==> config.mk <==
export PLATFORM = sky130hd
export DESIGN_NAME = reg_file
export DESIGN_NICKNAME = d
export VERILOG_FILES = /design/src/rtl/reg_file.sv
export SDC_FILE = /design/constraint.sdc
export NUM_CORES = 1
export LEC_CHECK = 0
export CORE_ASPECT_RATIO = 1.75
export CORE_MARGIN = 5
export CORE_UTILIZATION = 40
export DETAILED_ROUTE_END_ITERATION = 8
export SYNTH_ARGS = -nofsm -noshare
export SYNTH_HDL_FRONTEND = slang
export SYNTH_SLANG_ARGS = --single-unit
==> constraint.sdc <==
create_clock -name clk -period 3.4 [get_ports clk]
set_input_delay 0.51 -clock clk [delete_from_list [all_inputs] [get_ports clk]]
set_output_delay 0.51 -clock clk [all_outputs]
set_load 0.02 [all_outputs]
==> src/rtl/reg_file.sv <==
// Eight-entry, 16-bit register file: two combinational read ports, one write every clock.
// Optional write-first forwarding on the read ports when REGFILE_BYPASS_EN is defined.
module reg_file (
    input  logic        clk,
    input  logic        rst,
    input  logic [15:0] result,
    input  logic [2:0]  result_w,
    input  logic [2:0]  rd_addr,
    input  logic [2:0]  rs_addr,
    output logic [15:0] rd_out,
    output logic [15:0] rs_out
);

    // Kept under this exact name so benches can inspect it hierarchically.
    logic [15:0] reg_file [0:7];

    // Reset beats the write; there is no write enable.
    always_ff @(posedge clk) begin
        if (rst) begin
            for (int i = 0; i < 8; i++) begin
                reg_file[i] <= 16'h0000;
            end
        end else begin
            reg_file[result_w] <= result;
        end
    end

`ifdef REGFILE_BYPASS_EN
    logic rd_fwd;
    logic rs_fwd;

    // Forwarding is held off during reset so the outputs show the cleared array.
    assign rd_fwd = !rst && (rd_addr == result_w);
    assign rs_fwd = !rst && (rs_addr == result_w);

    always_comb begin
        rd_out = rd_fwd ? result : reg_file[rd_addr];
        rs_out = rs_fwd ? result : reg_file[rs_addr];
    end
`else
    always_comb begin
        rd_out = reg_file[rd_addr];
        rs_out = reg_file[rs_addr];
    end
`endif

endmodule

==> results.yml, run 1 <==
clocking:
  htreeDepth: 4
  post_cts_buffers: 0
  post_cts_resized: 0
  path_clk_slew_ns: 0.05
  clock_sinks: 128
  tritoncts: "done"
  numCtsBuffers: 17
  cts-root-buf: "clkbuf_16"
  holdBufCountCts: 0
  cts_max_path_buffers: 2
cells_and_area:
  top_register: "reg_file"
  finalNetCount: 503
  antenna_cells: 0
  areaGrowthSynthToFinish_pct: 22.1
  top_regs: "reg_file x128"
  drive_gt1_share_pct: 20.9
  design_area_um2: 8650
  fin_cells: 720
  utilization_pct: 49.5
  fillerInstances: 1524
  seq_area_um2: 3840
  multi_input_area_um2: 3070
  largest_reg_flops: 128
global_routing:
  grt_pass1_vias: 4464
  grt_max_degree: 33
  grt_pass1_wl_um: 26300
  grt_use_total_pct: 17.6
  antenna_found_initial: 0
  gr-total-overflow: 0
synth:
  yosysUniqueCellTypes: 20
  syn-mean-instance-area_um2: 17.6
  seq_area_frac_synth_pct: 54.3
  mappedNetlistArea_um2: 7080
  syn_nets: 430
  synthCells: 403
  yosysTopAreaCellShare_pct: 54.3
  yosys.area.top_type: "edfxtp_1"
  yosys_warnings: 0
  synthTopCellsByArea: "edfxtp_1 54%, mux4_1 24%, and2_1 11%"
  ys_ff_latch: 128
power:
  leakage_nw: 3.22
  power_frac_seq_pct: 43.0
  power_mw: 4.45
  ir_drop_mv: 0.281
  p_int_mw: 3.42
  netSwitchingFraction_pct: 23.0
  p_per_area_nw_per_um2: 514
  comb_power_share_pct: 14.7
  netSwitchingPower_mw: 1.02
  p_clk_share_pct: 42.3
status:
  status: "complete, no violations"
critical_path:
  worstSetupEndpointType: "output pin"
  worstPathRequired_ns: 2.89
  cp-start-kind: "input pin"
  startpoint: "rs_addr[2]"
  crit_type: "in -> out"
  path_max_fanout: 32
  cp_data_arrival_time_ns: 2.45
  critPathCapture: "rs_out[2]"
route:
  viasPerCell: 5.57
  wl_per_cell_um: 24.7
  first_pass_iters: 4
  drt_iter0_drc: 248
  routed_wl_um: 17800
  drc: 0
  drtAntennaViolNets: 0
  vias: 4013
die:
  die_x_um: 111
  dieArea_um2: 20600
  start_util_pct: 40.6
  io-pin-count: 59
  fp.dieH_um: 186
  core_area_um2: 17500
  num_rows: 64
timing:
  fmax_mhz: 338
  report.final.hold_viol_count: 0
  relSlewSlack_pct: 35.2
  setup_viol_count_final: 0
  maxSlewViolCount: 0
  fin_ws_ns: 0.438
  worst_pin_slew_ns: 0.966
  rsz0062_at_grt: "false"
  min_period_ns: 2.96
  tns_ns: 0
  whs_ns: 0.910
  finalCritPeriodShare_pct: 87.1
placed_design:
  placedCellCount: 688
  hpwlAfterDp_um: 10900
  place_area_um2: 8030
  pre_cts_ws_ns: 0.423
  gp_congestion: 0.733
  io_buffers: 58
job:
  maxCapViolCount: 0
worst_hold_path:
  min_path_type: "in -> reg"
==> layer usage <==
layer / track usage (%) / vias to the layer above / wire length [µm]
met4: 7.50 / 0 / 475
met2: 35.0 / 115 / 10300
met3: 3.22 / 27 / 799
met5: 0 / - / 0
met1: 17.8 / 2082 / 6220
li1: - / 1789 / -
==> critical path, stage by stage <==
cell and delay, ns:
clkdlybuf4s50_1 0.50, buf_12 0.23, mux4_1 0.35, mux2_2 0.29, clkdlybuf4s50_1 0.56
==> Yosys cell counts <==
| cell type | instances |
|---|---|
| nor4b_4 | 2 |
| edfxtp_1 | 128 |
| and4b_1 | 1 |
| and2_1 | 128 |
| buf_4 | 1 |
| clkbuf_2 | 6 |
| buf_6 | 8 |
| mux4_1 | 64 |
| and4bb_1 | 1 |
| and4bb_2 | 2 |
| nor4_4 | 1 |
| o31ai_1 | 6 |
| clkbuf_1 | 6 |
| mux2_2 | 32 |
| buf_1 | 6 |
| nor4b_2 | 1 |
| inv_1 | 4 |
| nand2b_1 | 1 |
| buf_2 | 3 |
| o21ai_0 | 2 |
==> cells in the final DEF (no fill, tap or decap), types with 2 or more instances in the layout <==
cell	n
buf_12	4
inv_1	4
o31ai_2	6
and2_1	128
bufinv_16	4
buf_4	22
clkinv_1	2
clkinv_2	2
o21ai_1	2
mux2_2	32
edfxtp_1	128
clkinvlp_4	4
clkinv_4	3
and4bb_2	2
buf_2	2
clkdlybuf4s50_1	56
mux4_1	64
nor4b_4	2
clkbuf_16	17
==> how the worst min path moves through the flow <==
stage | start | to | slack, ns | cells past startpoint
floorplan | result[0] | reg_file[0][0] | 0.71 | 1
global placement | result[3] | reg_file[1][3] | 1.33 | 2
detailed placement | result[3] | reg_file[5][3] | 1.33 | 2
CTS | result[3] | reg_file[7][3] | 0.90 | 2
global route | result[3] | reg_file[7][3] | 0.93 | 2
finish | result[1] | reg_file[4][1] | 0.91 | 2
==> kinds of logic after synthesis <==
group	synth area share, %
AO/OA/AOI/OAI	0.777
buffers and inverters	2.86
flip-flops	54.3
multiplexers	28.8
AND/OR/NAND/NOR	13.3
==> final cells by class <==
cell class / count / share of cell area [%]
Tap cell: 231 / 3.34
Multi-Input combinational cell: 241 / 35.4
Clock inverter: 15 / 2.24
Sequential cell: 128 / 44.4
Timing Repair Buffer: 84 / 9.43
Inverter: 4 / 0.174
Clock buffer: 17 / 4.92
==> power groups by stage <==
stage / sequential, mW / clock, mW / combinational, mW
floorplan: 1.92 / 0 / 0.386
global placement: 1.93 / 0 / 0.657
detailed placement: 1.94 / 0 / 0.664
CTS: 1.91 / 1.90 / 0.666
global route: 1.92 / 1.97 / 0.691
finish: 1.91 / 1.88 / 0.655
Power figures use the tool's default switching activity.
==> run 2: changes to the inputs <==
- CORE_MARGIN: 5 -> 2
==> run 2 against run 1 <==
Net effect:
- clock-buffer cell count did not move
- critical path depth is the same
- sequential share of layout area hardly changed
- routed wire length fell by 2.1%
- largest power group unchanged
- highest routed layer unchanged
- combinational power about the same
- final area hardly changed
- clock power about the same
- setup slack worse by 0.042 ns
==> results.yml, run 2 (synthesized netlist as in run 1, its figures left out) <==
clocking:
  cts_max_path_buffers: 2
  htreeDepth: 4
  cts-root-buf: "clkbuf_16"
  post_cts_resized: 0
  tritoncts: "done"
  clock_sinks: 128
  post_cts_buffers: 0
  path_clk_slew_ns: 0.06
  holdBufCountCts: 0
  numCtsBuffers: 17
route:
  drc: 0
  first_pass_iters: 4
  vias: 3942
  met3_length_um: 738
  top_layer: "met4"
  viasPerCell: 5.50
  route.met2.wl_um: 10100
  drt_iter0_drc: 215
  drt-met1-wl_um: 6030
  wl_per_cell_um: 24.3
  routed_wl_um: 17400
  drtAntennaViolNets: 0
cells_and_area:
  drive_gt1_share_pct: 20.6
  fillerInstances: 1514
  largest_reg_flops: 128
  top_regs: "reg_file x128"
  top_register: "reg_file"
  areaGrowthSynthToFinish_pct: 22.2
  finalNetCount: 501
  antenna_cells: 0
  mostFrequentLayoutCells: "128 x and2_1, 128 x edfxtp_1, 64 x mux4_1"
  seq_area_um2: 3840
  multi_input_area_um2: 3070
die:
  io-pin-count: 59
  die_x_um: 105
  num_rows: 64
  start_util_pct: 40.6
  core_area_um2: 17500
  dieArea_um2: 18800
  fp.dieH_um: 180
critical_path:
  cp_data_arrival_time_ns: 2.49
  path_max_fanout: 32
  cp-start-kind: "input pin"
  critPathSlowestCell: "clkdlybuf4s50_1"
  path_cells: "clkdlybuf4s50_1 > buf_12 > mux4_1 > mux2_2 > clkdlybuf4s50_1"
  cp_common_cell: "clkdlybuf4s50_1"
  worstSetupEndpointType: "output pin"
  max_stage_delay_ns: 0.55
  crit_type: "in -> out"
  worstPathRequired_ns: 2.89
timing:
  rsz0062_at_grt: "false"
  report.final.hold_viol_count: 0
  whs_ns: 0.895
  min_period_ns: 3.00
  finalCritPeriodShare_pct: 88.3
  worst_pin_slew_ns: 0.751
  tns_ns: 0
  relSlewSlack_pct: 49.6
  fmax_mhz: 333
  setup_viol_count_final: 0
  maxSlewViolCount: 0
global_routing:
  grt_use_total_pct: 19.4
  gr-total-overflow: 0
  grt_max_degree: 33
  grt_pass1_vias: 4372
  antenna_found_initial: 0
  grt_pass1_wl_um: 26000
power:
  ir_drop_mv: 0.346
  p_per_area_nw_per_um2: 515
  netSwitchingFraction_pct: 23.2
  p_int_mw: 3.42
  p_clk_share_pct: 42.6
  leakage_nw: 3.22
  netSwitchingPower_mw: 1.04
  comb_power_share_pct: 14.7
  power_frac_seq_pct: 42.7
worst_hold_path:
  hold_depth: 2
  min_path_type: "in -> reg"
status:
  status: "complete, no violations"
job:
  maxCapViolCount: 0
placed_design:
  gp_congestion: 0.723
  io_buffers: 58
  hpwlAfterDp_um: 10700
[run 2: power by group through the flow]
stage	combinational, mW	sequential (mW)	clock (mW)
global route	0.688	1.92	1.98
floorplan	0.386	1.92	0
detailed placement	0.665	1.94	0
finish	0.655	1.91	1.90
global placement	0.655	1.93	0
CTS	0.667	1.91	1.92
[run 2: worst max-delay path: cells and delay by family]
| family | cells | cell delay [ns] |
|---|---|---|
| muxes | 2 | 0.65 |
| buffers and inverters | 3 | 1.32 |
[run 2: layout make-up]
cell class              count  share of cell area (%)
flip-flops and latches    128                    44.4
clock buffers              17                    4.91
well taps                 231                    3.34
clock inverters            14                    2.21
repair buffers             82                    9.54
multi-input cells         241                    35.4
inverters                   4                   0.173
[run 2: final timing paths]
path / slack (ns) / startpoint / to
max: 0.40 / rd_addr[2] / rd_out[15]
min: 0.89 / result[1] / reg_file[5][1]
[run 2: per-layer routing]
metal	track usage [%]	vias to the layer above
met1	19.6	2016
met2	38.0	109
met4	8.91	0
met3	2.97	30
li1	-	1787
met5	0	-
[run 2: metrics by stage]
step | cells | instance area, µm² | total power, mW | setup slack (ns) | util [%]
2_1_floorplan | 403 | 7080 | 2.31 | 0.868 | -
3_3_place_gp | 686 | 8040 | 2.58 | 0.409 | 46.1
3_5_place_dp | 686 | 8040 | 2.61 | 0.385 | 46.1
4_1_cts | 717 | 8660 | 4.50 | 0.378 | 49.6
5_1_grt | 717 | 8660 | 4.59 | 0.343 | 49.6
6_report | 717 | 8660 | 4.46 | 0.396 | 49.6
==> run 3: changes to the inputs <==
--- a/config.mk
+++ b/config.mk
@@ -7,2 +7,3 @@
 export LEC_CHECK = 0
+export ABC_AREA = 1
 export CORE_ASPECT_RATIO = 1.75
==> constraint.sdc (replaced) <==
create_clock -name clk -period 3.4 [get_ports clk]
set_input_delay 0.68 -clock clk [delete_from_list [all_inputs] [get_ports clk]]
set_output_delay 0.68 -clock clk [all_outputs]
set_load 0.02 [all_outputs]
==> run 3 against run 2 <==
Net effect:
- total power down 0.50%
- critical path depth rose by 2
- die area grew 8.8%
- global-route usage grew 5.8 points
- sequential power hardly changed
- non-clock buffer count up 5
- sequential cell count stayed put
- clock-buffer cell count up 4
- first-iteration DRC count grew 140%
- synthesized cell count grew to 2.6 times the previous value
==> results.yml, run 3 <==
power:
  ir_drop_mv: 0.290
  p_per_area_nw_per_um2: 484
  power_mw: 4.44
  leakage_nw: 4.41
synth:
  post-synth-top-count-cell: "nand2_1"
  yosysUniqueCellTypes: 17
  ys_ff_latch: 128
  yosys_warnings: 0
  synth_edf_count: 128
  mappedNetlistArea_um2: 7720
  async_reset_ff_share_pct: 0
  ys.flop_type: "edfxtp_1"
  synthCells: 1028
  synthTopCellsByArea: "edfxtp_1 50%, nand2_1 20%, nand3_1 8.3%"
  yosys.area.top_type: "edfxtp_1"
  yosysTopAreaCellShare_pct: 49.8
  ys_top_cells_by_count: "416 x nand2_1, 146 x inv_1, 128 x edfxtp_1, 128 x nand3_1, 118 x nor2_1"
  syn_nets: 1055
  syn-mean-instance-area_um2: 7.51
  seq_area_frac_synth_pct: 49.8
route:
  first_pass_iters: 5
  routed_wl_um: 24300
  drc: 0
  drtAntennaViolNets: 0
  drt_iter0_drc: 509
  vias: 6852
  wl_per_cell_um: 18.2
  viasPerCell: 5.15
timing:
  finalCritPeriodShare_pct: 94.4
  relSlewSlack_pct: 65.2
  tns_ns: 0
  fmax_mhz: 312
  min_period_ns: 3.21
  worst_pin_slew_ns: 0.521
  fin_ws_ns: 0.192
  maxSlewViolCount: 0
  rsz0062_at_grt: "false"
  report.final.hold_viol_count: 0
  setup_viol_count_final: 0
clocking:
  cts-root-buf: "clkbuf_16"
  htreeDepth: 4
  cts_max_path_buffers: 2
  holdBufCountCts: 0
  clock_sinks: 128
  post_cts_buffers: 0
  numCtsBuffers: 17
  tritoncts: "done"
  post_cts_resized: 0
  path_clk_slew_ns: 0.06
die:
  fp.dieH_um: 188
  num_rows: 67
  start_util_pct: 40.6
  dieArea_um2: 20500
  die_x_um: 109
  io-pin-count: 59
  core_area_um2: 19000
critical_path:
  cp_data_arrival_time_ns: 2.53
  startpoint: "rd_addr[1]"
  crit_type: "in -> out"
  worstSetupEndpointType: "output pin"
  crit_buf_inv: 3
  worstPathRequired_ns: 2.72
  cp-start-kind: "input pin"
  cp_common_cell: "nand2_1"
  max_stage_delay_ns: 0.62
  critPathSlowestCell: "clkdlybuf4s50_1"
  path_cells: "clkdlybuf4s50_1 > buf_4 > nand3_1 > nand2_1 > nand2_1 > nand2_1 > clkdlybuf4s50_1"
  path_max_fanout: 16
  critPathTopFamily: "buffers and inverters"
global_routing:
  grt_pass1_vias: 6853
  grt_use_total_pct: 25.2
  antenna_found_initial: 0
  grt_pass1_wl_um: 37700
  gr-total-overflow: 0
  grt_max_degree: 65
cells_and_area:
  layout_commonest_cell: "nand2_1"
  top_regs: "reg_file x128"
  drive_gt1_share_pct: 8.45
  top_register: "reg_file"
  largest_reg_flops: 128
  mostFrequentLayoutCells: "416 x nand2_1, 146 x inv_1, 128 x nand3_1, 128 x edfxtp_1, 118 x nor2_1"
  utilization_pct: 48.2
  antenna_cells: 0
  finalNetCount: 1103
  areaGrowthSynthToFinish_pct: 18.7
  fin_cells: 1330
status:
  status: "complete, no violations"
worst_hold_path:
  min_path_type: "in -> reg"
  hp-start: "result[14]"
placed_design:
  gp_congestion: 0.841
  io_buffers: 58
  pre_cts_ws_ns: 0.229
  placedCellCount: 1298
  hpwlAfterDp_um: 14700
job:
  maxCapViolCount: 0
-- run 3: power breakdown --
group | leakage (nW) | switching, mW | internal (mW)
combinational | 2.88 | 0.538 | 0.274
clock | 0.268 | 0.673 | 1.07
sequential | 1.26 | 0.0271 | 1.86
-- run 3: cells by family (layout without fill, tap and decap cells) --
logic type,after synthesis,after routing,synth area share (%)
flip-flops,128,128,49.8
AND/OR/NAND/NOR,680,680,37.3
buffers and inverters,212,273,12.1
AO/OA/AOI/OAI,8,8,0.778
-- run 3: routing by layer --
| layer | global-route usage [%] | part of all wire (%) | wire length (µm) |
|---|---|---|---|
| met2 | 43.1 | 52 | 12500 |
| met4 | 15.6 | 5.6 | 1360 |
| met3 | 3.41 | 6.4 | 1560 |
| met1 | 29.0 | 36 | 8800 |
| met5 | 0 | 0 | 0 |
-- run 3: layout make-up --
type	count	area [µm²]
Timing Repair Buffer	87	851
Tap cell	241	302
Fill cell	1858	9860
Clock inverter	11	116
Sequential cell	128	3840
Multi-Input combinational cell	688	3030
Inverter	154	591
Clock buffer	21	440
-- run 3: through the flow --
| step | instance area [µm²] | hold slack, ns |
|---|---|---|
| finish | 9170 | 1.06 |
| global route | 9170 | 1.09 |
| CTS | 9170 | 1.06 |
| detailed placement | 8610 | 1.48 |
| global placement | 8610 | 1.48 |
| floorplan | 7720 | 0.968 |
-- run 3: worst paths after layout --
kind              end  cells past startpoint  slack [ns]
max         rd_out[1]                      7        0.19
min   reg_file[2][14]                      3        1.06
